`config.mk`:
```
export PLATFORM = sky130hd
export DESIGN_NAME = xor_lane_packer4x8
export DESIGN_NICKNAME = d
export VERILOG_FILES = /design/src/rtl/xor_lane_packer4x8.sv
export SDC_FILE = /design/constraint.sdc
export NUM_CORES = 1
export LEC_CHECK = 0
export CORE_ASPECT_RATIO = 2
export CORE_UTILIZATION = 42
export DETAILED_ROUTE_END_ITERATION = 8
export PLACE_DENSITY = 0.79
export REMOVE_ABC_BUFFERS = 1
export SKIP_CTS_REPAIR_TIMING = 1
export SLEW_MARGIN = 20
export SYNTH_ARGS = -nofsm -noshare
export SYNTH_HDL_FRONTEND = slang
export SYNTH_SLANG_ARGS = --single-unit
```
`constraint.sdc`:
```
create_clock -name CLK -period 1.7 [get_ports CLK]
set_input_delay 0.34 -clock CLK [delete_from_list [all_inputs] [get_ports CLK]]
set_output_delay 0.34 -clock CLK [all_outputs]
set_load 0.02 [all_outputs]
```
`src/rtl/xor_lane_packer4x8.sv`:
```
// xor_lane_packer4x8
// Serial-to-parallel packer in front of the 4-lane XOR fold stage.
// Bytes arrive one per input handshake and are gathered into groups of four
// lanes. A group closed early by I_last is zero-padded, which leaves the XOR
// fold result unchanged because zero is the XOR identity.
//
// Handshake semantics (both sides):
//   A transfer happens on a rising CLK edge where valid and ready are both 1.
//   A producer holding valid=1 keeps its payload stable until the transfer.
//   ready may depend combinationally on the consumer side, never on valid.
//   Here I_ready = !O_valid | O_ready, so a downstream that drains the held
//   group in the same cycle lets a new byte in with no bubble.
//
// dbg_state / dbg_fill expose the FSM state and the fill count so that
// protocol checkers can bind to them without reaching into the hierarchy.

module xor_lane_packer4x8 #(
   parameter int WIDTH = 8
) (
   input  logic             CLK,
   input  logic             ASYNCRESET,
   input  logic [WIDTH-1:0] I,
   input  logic             I_valid,
   input  logic             I_last,
   output logic             I_ready,
   output logic [WIDTH-1:0] O0,
   output logic [WIDTH-1:0] O1,
   output logic [WIDTH-1:0] O2,
   output logic [WIDTH-1:0] O3,
   output logic [2:0]       O_count,
   output logic             O_last,
   output logic             O_valid,
   input  logic             O_ready,
   output logic             dbg_state,
   output logic [1:0]       dbg_fill
);

   // FILL: gathering bytes, O_valid=0. FULL: group presented, frozen until taken.
   typedef enum logic {
      S_FILL = 1'b0,
      S_FULL = 1'b1
   } state_t;

   state_t     state;
   logic [1:0] fill;     // next lane to be written while in FILL
   logic       accept;   // input byte taken at the coming edge
   logic       xfer;     // held group taken at the coming edge
   logic       close;    // the byte accepted in FILL completes a group

   // Ready is the only combinational output: open whenever the output slot
   // is empty or is being emptied this cycle.
   assign I_ready = !O_valid || O_ready;
   assign accept  = I_valid && I_ready;
   assign xfer    = O_valid && O_ready;
   assign close   = (fill == 2'd3) || I_last;

   assign dbg_state = state;
   assign dbg_fill  = fill;

   // Packer FSM: lane writes, group close, hand-off and zero-bubble restart.
   always_ff @(posedge CLK or posedge ASYNCRESET) begin
      if (ASYNCRESET) begin
         state   <= S_FILL;
         fill    <= 2'd0;
         O0      <= '0;
         O1      <= '0;
         O2      <= '0;
         O3      <= '0;
         O_count <= 3'd0;
         O_last  <= 1'b0;
         O_valid <= 1'b0;
      end else begin
         case (state)
            S_FILL: begin
               if (accept) begin
                  // Lane 0 starts a group: lanes 1..3 are cleared here so
                  // any lane not reached before I_last reads as zero.
                  case (fill)
                     2'd0: begin
                        O0 <= I;
                        O1 <= '0;
                        O2 <= '0;
                        O3 <= '0;
                     end
                     2'd1:    O1 <= I;
                     2'd2:    O2 <= I;
                     default: O3 <= I;
                  endcase
                  if (close) begin
                     state   <= S_FULL;
                     O_valid <= 1'b1;
                     O_count <= {1'b0, fill} + 3'd1;
                     O_last  <= I_last;
                     fill    <= 2'd0;
                  end else begin
                     fill <= fill + 2'd1;
                  end
               end
            end

            S_FULL: begin
               // While O_valid & !O_ready nothing here changes; I_ready is 0
               // so no byte can be accepted either.
               if (xfer) begin
                  if (accept) begin
                     // Zero-bubble restart: the new byte opens the next group.
                     O0 <= I;
                     O1 <= '0;
                     O2 <= '0;
                     O3 <= '0;
                     if (I_last) begin
                        // Single-byte group: straight back to FULL.
                        state   <= S_FULL;
                        O_valid <= 1'b1;
                        O_count <= 3'd1;
                        O_last  <= 1'b1;
                        fill    <= 2'd0;
                     end else begin
                        state   <= S_FILL;
                        O_valid <= 1'b0;
                        O_count <= 3'd0;
                        O_last  <= 1'b0;
                        fill    <= 2'd1;
                     end
                  end else begin
                     state   <= S_FILL;
                     O_valid <= 1'b0;
                     O_count <= 3'd0;
                     O_last  <= 1'b0;
                     fill    <= 2'd0;
                  end
               end
            end

            default: begin
               state   <= S_FILL;
               O_valid <= 1'b0;
               fill    <= 2'd0;
            end
         endcase
      end
   end

endmodule
```
Yosys cells after proc, flatten, opt, wreduce, memory -nomap -nowiden
Index checks and enable logic that the tools add are counted. W data, S select, Z words.

Word-level logic and storage cells: 77. Flip-flop bits (word level): 40.

Bitwise logic cells: 1. Eq/ne operators: 11. Multiplexer cells: 41. Add/sub/neg operators: 2. Reductions and logical operators: 13.

Operators by type and width (number): $pmux W8 S2 (7); $mux W8 (9); $reduce_and A4 Y1 (4); $mux W1 (12); $mux W3 (4); $mux W2 (4); $ne A2 B1 Y1 const B (3); $ne A2 B2 Y1 const B (3); $ne A3 B1 Y1 const B (2); $pmux W1 S2 (3); $pmux W3 S2 (1); $eq A2 B2 Y1 const B (2); $pmux W2 S2 (1); $add A2 B1 Y3 const B (1); $reduce_and A3 Y1 (1); $add A2 B1 Y2 const B (1); $eq A2 B1 Y1 const B (1); $logic_and A1 B1 Y1 (2); $logic_not A2 Y1 (1); $logic_or A1 B1 Y1 (2); $reduce_and A2 Y1 (1); $reduce_or A2 Y1 (1); $logic_not A1 Y1 (1); $not A1 Y1 (1).

Depth between registers and ports, before layout
Depth after elaboration: 6. Gate-level depth with buffers: 7. Mapped depth without buffers: 6.

Least setup slack after synthesis
No wires, ideal clock.

Kind: register to register. From: reg fill[0] (netlist: dbg_fill[0]). To: reg O0[0]. Required time: 1.575 ns. Data arrival time: 1.735 ns. Cell stages (with the launch flop): 7. Clock period less this slack: 1.860 ns. Slack: -0.160 ns. Cells stage by stage: dfrtp_1 > inv_1 > ha_1 > nor2_1 > or3_1 > buf_6 > mux2_4.

Longest elaborated chain between the ends: 3.

Ends and longest elaborated chain: from (decl) (RTL line 45) `logic [1:0] fill;`; from (signal assigned) (RTL line 96) `fill <= fill + 2'd1;`; $logic_not A2 Y1 (RTL line 78) `case (fill)`; $ne A2 B1 Y1 (no source line); $reduce_and A4 Y1 (no source line); to (signal assigned) (RTL line 65) `O0 <= '0;`; to (signal assigned) (RTL line 80) `O0 <= I;`; to (signal assigned) (RTL line 107) `O0 <= I;`; to (decl) (RTL line 26) `output logic [WIDTH-1:0] O0,`.

Every way passes these cells. A chain may end at the register's enable or synchronous reset.

Worst setup path after layout
From: reg O0[0]. To: out O0[0].

No word-level cell between the ends.

==> results.json <==
{
  "met3_length_um": 112,
  "max_cap_viol_count": 0,
  "nNetsFinal": 255,
  "grt.total_usage_pct": 20.2,
  "design_area_um2": 2680,
  "r2r_cells": 6,
  "clock_latency_ns": 0.30,
  "die_y_um": 95.5,
  "area_growth_pct": 46.3,
  "r2r-end": "O0[3]$_DFFE_PP0P_",
  "wl_per_cell_um": 14.6,
  "fin_skew_ns": 0.00853,
  "p_leak_nw": 1.21,
  "cts_tree": "done",
  "fp-row-count": 33,
  "final-setup-viol-count": 0,
  "gr-total-overflow": 0,
  "post_drt_via_cell_ratio": 5.12,
  "dp_hpwl_um": 3210,
  "wl_met2_um": 2490,
  "routed_wl_um": 4250,
  "drtAntennaViolNets": 0,
  "cts_htree_levels": 2,
  "route.detailed.drc": 0,
  "wl_met1_um": 1560,
  "outcome": "finished, final reports clean",
  "path_buf_inv": 1,
  "criticalPathCategory": "register to output pin",
  "die-area_um2": 4650,
  "startpoint_type": "register",
  "finalSetupTns_ns": 0,
  "core_um2": 4130,
  "path_depth": 1,
  "drt_iter0_drc": 15,
  "ys_seq_area_share_pct": 54.6,
  "pwr_density_cell_nw_per_um2": 1500,
  "cp.arrival_ns": 1.31,
  "critPathMaxStageDelay_ns": 0.63,
  "avgSynthCellArea_um2": 10.9,
  "antennaDiodeCount": 0,
  "layout_min_cycle_time_ns": 1.65,
  "cts_made_buffers": 5,
  "syn_inst": 169,
  "maxUsedRoutingLayer": "met4",
  "cts.sinks": 40,
  "tightest_slew_ns": 0.597,
  "path_max_fanout": 2,
  "synth-seq-cells": 40,
  "slew_viol_final": 0,
  "max-vdd-ir-drop_mv": 1.08,
  "hold_path_class": "input port to asynchronous set/reset pin",
  "fp.dieW_um": 48.7,
  "r2r-start": "O_valid$_DFFE_PP0P_",
  "crit_path_end_kind": "output pin",
  "grt_setup_unrepaired": "no",
  "ys_warn_count": 0,
  "grt_pass1_wl_um": 7020,
  "clkTransAtPathRegs_ns": 0.08,
  "max_freq_mhz": 607,
  "r2r_setup_slack_ns": 0.10,
  "fin_crit_sh_pct": 96.9,
  "ios": 54,
  "initial_core_util_pct": 44.4,
  "crit_chain": "clkdlybuf4s50_1",
  "synth.distinct_cells": 37,
  "post_route_cells_drive_above_1_share_pct": 15.9,
  "cp_top_family": "buffers and inverters",
  "routabilityCongestion": 0.777,
  "grt_max_degree": 41,
  "relSlewSlack_pct": 60.1,
  "num_vias": 1491,
  "clk_path_buf_depth": 2,
  "clockRootBuffer": "clkbuf_8",
  "place_area_um2": 2550,
  "required_ns": 1.36,
  "dr.pass1.iters": 4,
  "io_buffers": 53,
  "synth_area_um2": 1830,
  "antenna_found_initial": 0,
  "hold_viol_final": 0,
  "crit_slowest_cell": "clkdlybuf4s50_1",
  "grt_pass1_vias": 1460
}
cells by family after synthesis:
family	synth area share, %
simple gates	14.7
compound gates	16.0
flops	54.6
buf+inv	4.84
mux	7.09
fa+ha+maj	2.73
power breakdown:
group	switching (mW)	internal (mW)	leakage, nW	total (mW)
logic	0.843	0.941	0.631	1.78
registers	0.192	1.26	0.526	1.45
clock network	0.355	0.442	0.0548	0.798
cell usage in the layout (no fill, tap or decap), types with 2 or more instances in the layout:
| master | instances |
|---|---|
| mux2_4 | 8 |
| nand3_1 | 10 |
| nor2b_1 | 2 |
| clkbuf_8 | 5 |
| clkdlybuf4s50_1 | 47 |
| dfrtp_1 | 40 |
| buf_12 | 3 |
| ha_1 | 4 |
| inv_1 | 12 |
| nand2_1 | 22 |
| a21oi_1 | 5 |
| nor2_1 | 4 |
| dlymetal6s2s_1 | 6 |
| o21ai_0 | 20 |
| o31ai_1 | 2 |
| a31oi_1 | 2 |
| nand2b_1 | 3 |
| o211ai_1 | 2 |
| a22o_1 | 8 |
| buf_4 | 12 |
cell usage after synthesis, drive strengths merged:
cell type,number,area (um^2)
a21oi,5,25.0
ha,4,50.1
a32oi,1,8.76
clkbuf,2,7.51
and2b,2,17.5
or3,1,6.26
o22ai,1,6.26
buf,5,30.0
nor4b,1,23.8
dfrtp,40,1000
nor3b,1,12.5
o41ai,1,8.76
mux2i,1,10.0
a211oi,1,7.51
nand4,1,6.26
o31ai,2,15.0
a22o,8,70.1
a31oi,2,12.5
nand2b,3,18.8
o21ai,20,100
inv,13,51.3
o22a,1,8.76
nor2,4,15.0
o21a,1,7.51
o211ai,2,15.0
nand3,10,50.1
nand2,23,88.8
nor3,1,5.00
mux2,8,120
nor2b,3,26.3
o311ai,1,8.76
registers in the layout, indices dropped and copies added, names as in the netlist:
register	flops
dbg_state	1
O_count	3
O2	8
dbg_fill	2
O3	8
O0	8
O_valid	1
O_last	1
O1	8
worst max path at each step:
stage                             from                     end  slack (ns)
2_1_floorplan  dbg_fill[0]$_DFFE_PP0P_       O0[0]$_DFFE_PP0P_       -0.29
3_5_place_dp                   O_ready       O0[4]$_DFFE_PP0P_       -0.32
4_1_cts                        O_ready                 I_ready       -0.24
5_1_grt        dbg_fill[0]$_DFFE_PP0P_  O_count[0]$_DFFE_PP0P_        0.01
6_report             O0[0]$_DFFE_PP0P_                   O0[0]        0.05
3_3_place_gp                   O_ready       O0[3]$_DFFE_PP0P_       -0.29
through the flow:
| stage | instances | setup WS [ns] | power [mW] | util, % | hold slack (ns) |
|---|---|---|---|---|---|
| 4_1_cts | 291 | -0.242 | 4.07 | 64.5 | 0.392 |
| 2_1_floorplan | 162 | -0.290 | 2.37 | - | 0.440 |
| 6_report | 291 | 0.0533 | 4.03 | 65.0 | 0.390 |
| 5_1_grt | 291 | 0.0120 | 4.24 | 65.0 | 0.434 |
| 3_5_place_dp | 283 | -0.316 | 3.27 | 61.8 | 0.468 |
| 3_3_place_gp | 283 | -0.289 | 3.24 | 61.8 | 0.460 |
final cells by class:
class / count / area, um^2
Tap cell: 52 / 65.1
Timing Repair Buffer: 69 / 707
Fill cell: 338 / 1450
Multi-Input combinational cell: 109 / 744
Inverter: 13 / 51.3
Clock buffer: 5 / 68.8
Sequential cell: 40 / 1000
Clock inverter: 3 / 46.3
routing by layer:
| metal | GRT usage (%) | vias up |
|---|---|---|
| met5 | 0 | - |
| met4 | 8.82 | 0 |
| met3 | 2.87 | 7 |
| met2 | 38.5 | 41 |
| met1 | 21.7 | 712 |
| li1 | - | 731 |
No activity file was read; power rests on OpenSTA's default activity.
